==> src/rtl/stats_pkg.sv <==
// Shared constants and FSM state type for the stats packet generator.
package stats_pkg;

    localparam int unsigned DATA_W = 512;
    localparam int unsigned RULE_W = 16;
    localparam int unsigned LANES  = DATA_W / RULE_W;
    localparam int unsigned LEN_W  = 16;

    localparam logic [15:0] RULE_TAG = 16'h8000;

    typedef enum logic [1:0] {IDLE, LOAD, SEND, FIN} gen_state_t;

endpackage

==> src/rtl/rule_lane_fill.sv <==
// Combinational payload builder: first `count` lanes carry tagged, consecutive rule IDs.
module rule_lane_fill
    import stats_pkg::*;
#(
    parameter int unsigned DATA_W = 512,
    parameter int unsigned RULE_W = 16
) (
    input  logic [14:0]       base,
    input  logic [5:0]        count,
    output logic [DATA_W-1:0] data
);

    localparam int unsigned NUM_LANES = DATA_W / RULE_W;

    always_comb begin
        data = '0;
        for (int i = 0; i < int'(NUM_LANES); i++) begin
            // The tag bit keeps every populated lane nonzero, even when the ID wraps to 0.
            if (i < int'(count)) begin
                data[i*RULE_W +: RULE_W] = RULE_W'(RULE_TAG | 16'(base + 15'(i)));
            end
        end
    end

endmodule

==> src/rtl/stats_pkt_gen.sv <==
// Packet stream generator with valid/ready handshake and its own sent-flit/packet/rule counts.
module stats_pkt_gen #(
    parameter int unsigned DATA_W = 512,
    parameter int unsigned RULE_W = 16,
    parameter int unsigned LEN_W  = 16
) (
    input  logic              Clk,
    input  logic              Rst,
    input  logic              start,
    input  logic [31:0]       num_pkt,
    input  logic [LEN_W-1:0]  flits_per_pkt,
    input  logic [5:0]        rules_per_flit,
    output logic [DATA_W-1:0] out_data,
    output logic              out_valid,
    output logic              out_sop,
    output logic              out_eop,
    input  logic              out_ready,
    output logic              busy,
    output logic              done,
    output logic [31:0]       sent_flit,
    output logic [31:0]       sent_pkt,
    output logic [31:0]       sent_rule
);

    import stats_pkg::*;

    localparam int unsigned NUM_LANES = DATA_W / RULE_W;

    gen_state_t        state_q;
    logic [31:0]       num_pkt_q;
    logic [LEN_W-1:0]  last_idx_q;
    logic [5:0]        rpf_q;
    logic [31:0]       pkt_cnt_q;
    logic [LEN_W-1:0]  flit_idx_q;
    logic [14:0]       base_q;

    logic              acc;
    logic              first;
    logic              last_flit;
    logic [14:0]       base_nxt;
    logic [LEN_W-1:0]  idx_nxt;
    logic [DATA_W-1:0] fill_data;

    always_comb begin
        acc       = out_valid & out_ready;
        first     = (state_q == SEND) && !out_valid;
        base_nxt  = (acc && !out_eop) ? base_q + 15'(rpf_q) : base_q;
        idx_nxt   = (first || out_eop) ? '0 : flit_idx_q + LEN_W'(1);
        last_flit = acc && out_eop && (pkt_cnt_q == num_pkt_q - 32'd1);
    end

    // Payload is built from the post-accept base so the next flit can follow with no bubble.
    rule_lane_fill #(
        .DATA_W (DATA_W),
        .RULE_W (RULE_W)
    ) u_fill (
        .base  (base_nxt),
        .count (rpf_q),
        .data  (fill_data)
    );

    always_ff @(posedge Clk) begin
        if (Rst) begin
            state_q    <= IDLE;
            num_pkt_q  <= '0;
            last_idx_q <= '0;
            rpf_q      <= '0;
            pkt_cnt_q  <= '0;
            flit_idx_q <= '0;
            base_q     <= '0;
            out_data   <= '0;
            out_valid  <= 1'b0;
            out_sop    <= 1'b0;
            out_eop    <= 1'b0;
            busy       <= 1'b0;
            done       <= 1'b0;
            sent_flit  <= '0;
            sent_pkt   <= '0;
            sent_rule  <= '0;
        end else begin
            done   <= 1'b0;
            base_q <= base_nxt;
            if (acc) begin
                sent_flit <= sent_flit + 32'd1;
                if (out_eop) begin
                    sent_pkt <= sent_pkt + 32'd1;
                end else begin
                    sent_rule <= sent_rule + 32'(rpf_q);
                end
            end

            case (state_q)
                IDLE: begin
                    if (start) begin
                        num_pkt_q  <= num_pkt;
                        last_idx_q <= (flits_per_pkt == '0) ? '0 : flits_per_pkt - LEN_W'(1);
                        rpf_q      <= (rules_per_flit > 6'(NUM_LANES)) ? 6'(NUM_LANES)
                                                                       : rules_per_flit;
                        busy       <= 1'b1;
                        state_q    <= LOAD;
                    end
                end
                LOAD: begin
                    pkt_cnt_q <= '0;
                    if (num_pkt_q == '0) begin
                        done    <= 1'b1;
                        state_q <= FIN;
                    end else begin
                        state_q <= SEND;
                    end
                end
                SEND: begin
                    if (first || (acc && !last_flit)) begin
                        out_valid  <= 1'b1;
                        out_sop    <= (idx_nxt == '0);
                        out_eop    <= (idx_nxt == last_idx_q);
                        out_data   <= (idx_nxt == last_idx_q) ? '0 : fill_data;
                        flit_idx_q <= idx_nxt;
                        if (acc && out_eop) begin
                            pkt_cnt_q <= pkt_cnt_q + 32'd1;
                        end
                    end else if (last_flit) begin
                        out_valid <= 1'b0;
                        out_sop   <= 1'b0;
                        out_eop   <= 1'b0;
                        out_data  <= '0;
                        done      <= 1'b1;
                        state_q   <= FIN;
                    end
                end
                FIN: begin
                    busy    <= 1'b0;
                    state_q <= IDLE;
                end
                default: state_q <= IDLE;
            endcase
        end
    end

endmodule

==> config.mk <==
export PLATFORM = sky130hd
export DESIGN_NAME = stats_pkt_gen
export DESIGN_NICKNAME = d
export VERILOG_FILES = /design/src/rtl/stats_pkg.sv /design/src/rtl/rule_lane_fill.sv /design/src/rtl/stats_pkt_gen.sv
export SDC_FILE = /design/constraint.sdc
export NUM_CORES = 2
export LEC_CHECK = 0
export ABC_AREA = 1
export BUFFER_PORTS_ARGS = -buffer_cell sky130_fd_sc_hd__buf_4
export CAP_MARGIN = 5
export CORE_MARGIN = 2
export CORE_UTILIZATION = 40
export CTS_CLUSTER_DIAMETER = 200
export DETAILED_ROUTE_END_ITERATION = 8
export PLACE_DENSITY = 0.66
export SYNTH_ARGS = -nofsm -noshare
export SYNTH_HDL_FRONTEND = slang
export SYNTH_SLANG_ARGS = --single-unit
==> constraint.sdc <==
create_clock -name Clk -period 5.4 [get_ports Clk]
set_input_delay 0.54 -clock Clk [delete_from_list [all_inputs] [get_ports Clk]]
set_output_delay 0.54 -clock Clk [all_outputs]
set_load 0.01 [all_outputs]
==> summary.md <==
| Metric | Value |
|---|---|
| CP endpoint kind | `register` |
| Worst r2r path cells | `16` |
| FF+latch area | `14700 sq um` |
| Min-Delay Path Class | `in -> reg` |
| Worst VDD drop | `between 0.4 and 0.5 mV` |
| Critical Path RT | `a little under 6 ns` |
| Fin Hold WS | `0.120 ns` |
| I/O Buffers | `670` |
| Post-synthesis mux area share | `0%` |
| RSZ-0062 raised after global routing | `false` |
| R2R Path Start | `num_pkt_q[6]` |
| Final #Nets | `6406` |
| DRC Markers | `0` |
| Gr usage total | `between 30% and 40%` |
| Final number of setup-violating endpoints | `0` |
| Final Hold Fails | `0` |
| Gate Count Post-Synth | `roughly 5.8k` |
| Int Power | `about 0.011 W` |
| Via/cell ratio | `approximately 5.7` |
| CTS Root Cell | `clkbuf_16` |
| Max-cap violations | `0` |
| Ratio of cells with drive above 1 in the final layout | `about 16%` |
| CTS max path bufs | `3` |
| Synth unique cells | `between 50 and 60` |
| Final setup TNS | `0 ns` |
| Worst skew pair latency | `0.69 ns` |
| Worst rel slew slack | `about 2.6%` |
| Vias in the first global route | `39.5k` |
| Filler cell count | `approximately 10k` |
| Number of CTS-inserted buffers | `87` |
| Grt ovf | `0` |
| Power Dens Cells | `373 nW/um^2` |
| Reg-to-Reg End | `out_data[468]` |
| Final GP Congestion | `about 1.0` |
| Largest family of logic cells by synthesized area | `simple AND/OR/NAND/NOR gates` |
| Placement Cell Area | `around 45000 sq um` |
| Number of detailed-route iterations in the first pass | `7` |
| Final Cycle Share | `87.9%` |
| Post-Syn Area | `approximately 38000 sq um` |
| Worst Path Arrival | `between 5 and 6 ns` |
| Die Area | `between 90000 and 100000 sq um` |
| Die extent in y | `roughly 310 um` |
| Global-route wire length before repair | `274000 um` |
| Drt total wl | `193000 um` |
| Boundary Pins | `~670` |
| Initial core utilization | `40.4%` |
| CTS HTree Levels | `3` |
| Post-Syn Nets | `just under 6k` |
| Synthesized area per cell | `approximately 6.6 sq um` |
| PostCTS Resize Cnt | `0` |
| CP Class | `reg -> reg` |
| Vias | `~43k` |
| Multi-input logic area | `slightly above 20000 sq um` |
| Seq cells post-synth | `732` |
| Slew @ Worst Pin | `~1.4 ns` |
| Leakage | `just over 20 nW` |
| Tmin final | `between 4 and 5 ns` |
| Fmax | `211 MHz` |
| Final non-filler cell area | `between 40000 and 50000 sq um` |
| Area grow syn2layout | `24.2%` |
| Hold Path Origin | `num_pkt[10]` |
| Worst hold endpoint | `num_pkt_q[10]` |
| Largest net degree at the start of global routing | `176` |
| Net Sw Frac | `about two fifths` |
| Max-slew violation count | `0` |
| Site row count | `~110` |
| TritonCTS clock tree | `built` |
| Number of synthesized flops with an enable pin | `0` |
| Hold Path Depth | `3` |
| R2r setup slk | `0.66 ns` |
| Adder-cell area share of the yosys netlist | `~1.5%` |
| DR WL/cell | `~25 um` |
| Comb pwr share | `between 30% and 40%` |
| Initial antenna violation count | `9` |
| Compound-gate portion of the synthesized area | `a little over a tenth` |
| Most used flip-flop cell after synthesis | `dfxtp_1` |
| Clock Pin Slew Worst Setup and Hold Paths | `0.06 ns` |
| Hpwl dp | `between 100000 and 150000 um` |
| Setup bufs post-CTS | `0` |
| Simple-Gate Fraction of Synth Area | `35.1%` |
| Core area | `around 95000 sq um` |
| Cts hold-fix bufs | `0` |
| Worst setup SP type | `register` |
| Antenna Nets Post-Route | `0` |
| Clock power frac | `around 36%` |
| Maximum net fanout on the critical path | `173` |
| Synth Area in XOR/XNOR | `approximately 6.7%` |
| Die W | `314 um` |
| # clock sinks | `roughly 730` |
| Core Util, Final | `50.2%` |
| Post-synthesis sequential area ratio | `a little under two fifths` |
| Reg power frac | `about 33%` |
| Yosys warning count | `0` |
| Outcome | `completed` |
| DR iter-0 viols | `around 5.9k` |
| P_sw | `slightly above 0.007 W` |
| Synth async-reset ratio | `0%` |
| Clock skew | `about 0.045 ns` |
-- power groups by stage --
stage | registers, W | clock network, W | logic (W)
2_1_floorplan | 0.00588 | 0 | 0.00312
3_3_place_gp | 0.00594 | 0 | 0.00529
3_5_place_dp | 0.00594 | 0 | 0.00528
4_1_cts | 0.00583 | 0.00647 | 0.00529
5_1_grt | 0.00585 | 0.00669 | 0.00579
6_report | 0.00583 | 0.00643 | 0.00552
-- state kept, by name, summed over array words and instances (netlist names) --
name / count
out_data: 512
out_eop: 1
base_q: 15
sent_pkt: 32
sent_flit: 32
last_idx_q: 16
pkt_cnt_q: 32
state_q: 2
flit_idx_q: 16
out_valid: 1
done: 1
sent_rule: 32
rpf_q: 6
out_sop: 1
num_pkt_q: 32
busy: 1
-- metal layers --
metal  GRT usage [%]  vias to the layer above  part of all wire (%)
met2            54.8                     2494                    41
met3            12.4                      570                    12
met5               0                        -                 0.048
met4            20.1                       12                   6.0
li1                -                    19860                     -
met1            48.6                    20341                    40
-- layout make-up --
| class | count | share of cell area [%] |
|---|---|---|
| sequential | 732 | 30.7 |
| antenna | 1 | 0.00525 |
| clock inverter | 39 | 1.13 |
| inverter | 450 | 3.56 |
| timing repair buffer | 776 | 12.4 |
| multi-input combinational | 4257 | 43.5 |
| tap | 1265 | 3.32 |
| clock buffer | 120 | 5.38 |
-- worst max-delay path, cell delays in order (launching register included) --
cell and delay (ns):
dfxtp_1 0.38, nor2_1 0.18, nand2_1 0.11, nor2_2 0.48, nand2_1 0.19, nor2_1 0.20
nand3_1 0.11, nand2_1 0.12, nor2_1 0.05, nand2_1 0.06, nor2_1 0.06, nand3_2 0.16
nand2_1 0.12, nand2_4 0.12, buf_12 0.49, nand4_1 1.10, o21ai_0 0.59
-- placed cells by master (no fill, tap or decap), types with 7 or more instances in the layout --
cell type / synthesis / routed
bufinv_16: 0 / 11
nand2_2: 4 / 16
or2_2: 9 / 9
nand3b_1: 12 / 12
xor2_1: 241 / 241
nand2_1: 1614 / 1600
nor2_1: 643 / 636
clkbuf_8: 0 / 18
xnor2_1: 48 / 48
buf_4: 5 / 769
nor4_1: 28 / 28
inv_1: 437 / 436
o21ai_0: 305 / 304
dfxtp_1: 732 / 732
clkbuf_16: 0 / 91
nand4_1: 265 / 265
a211oi_1: 10 / 10
ha_1: 42 / 41
clkbuf_1: 215 / 11
o21a_1: 10 / 10
nand3_1: 418 / 418
clkinvlp_4: 0 / 7
a21oi_1: 420 / 418
nor3_1: 112 / 111
clkinv_2: 0 / 13
nor2_2: 13 / 17
-- worst max path at each step --
stage,startpoint,end,cells after the start,slack [ns]
3_5_place_dp,out_ready,out_data[83],14,0.74
2_1_floorplan,rpf_q[3],out_data[266],23,1.67
5_1_grt,num_pkt_q[6],out_data[468],16,0.35
4_1_cts,num_pkt_q[6],out_data[19],19,0.79
3_3_place_gp,out_ready,out_data[83],14,0.76
6_report,num_pkt_q[6],out_data[468],16,0.66
-- cell usage after synthesis, types with 12 or more instances --
library cell	number	share of area, %
clkbuf_1	215	2.1
inv_1	437	4.3
buf_2	79	1.0
nand3_1	418	5.4
nor3_1	112	1.5
a21oi_1	420	5.5
nor2_1	643	6.3
o21ai_0	305	4.0
xnor2_1	48	1.1
nand2_1	1614	16
ha_1	42	1.4
nor4_1	28	0.46
nand3b_1	12	0.23
nand4_1	265	4.3
nor2_2	13	0.21
buf_1	34	0.33
dfxtp_1	732	38
xor2_1	241	5.5
-- cell families after synthesis --
kind of cell | count (synthesis)
fa+ha+maj | 44
xor+xnor | 290
compound gates | 778
simple gates | 3145
flops | 732
buf+inv | 791
-- metrics by stage --
stage	total power, W	instances	worst slack, ns
3_5_place_dp	0.0112	7480	0.737
2_1_floorplan	0.00900	5780	1.67
4_1_cts	0.0176	7639	0.792
3_3_place_gp	0.0112	7480	0.764
5_1_grt	0.0183	7639	0.354
6_report	0.0178	7640	0.655
Power figures use the tool's default switching activity.
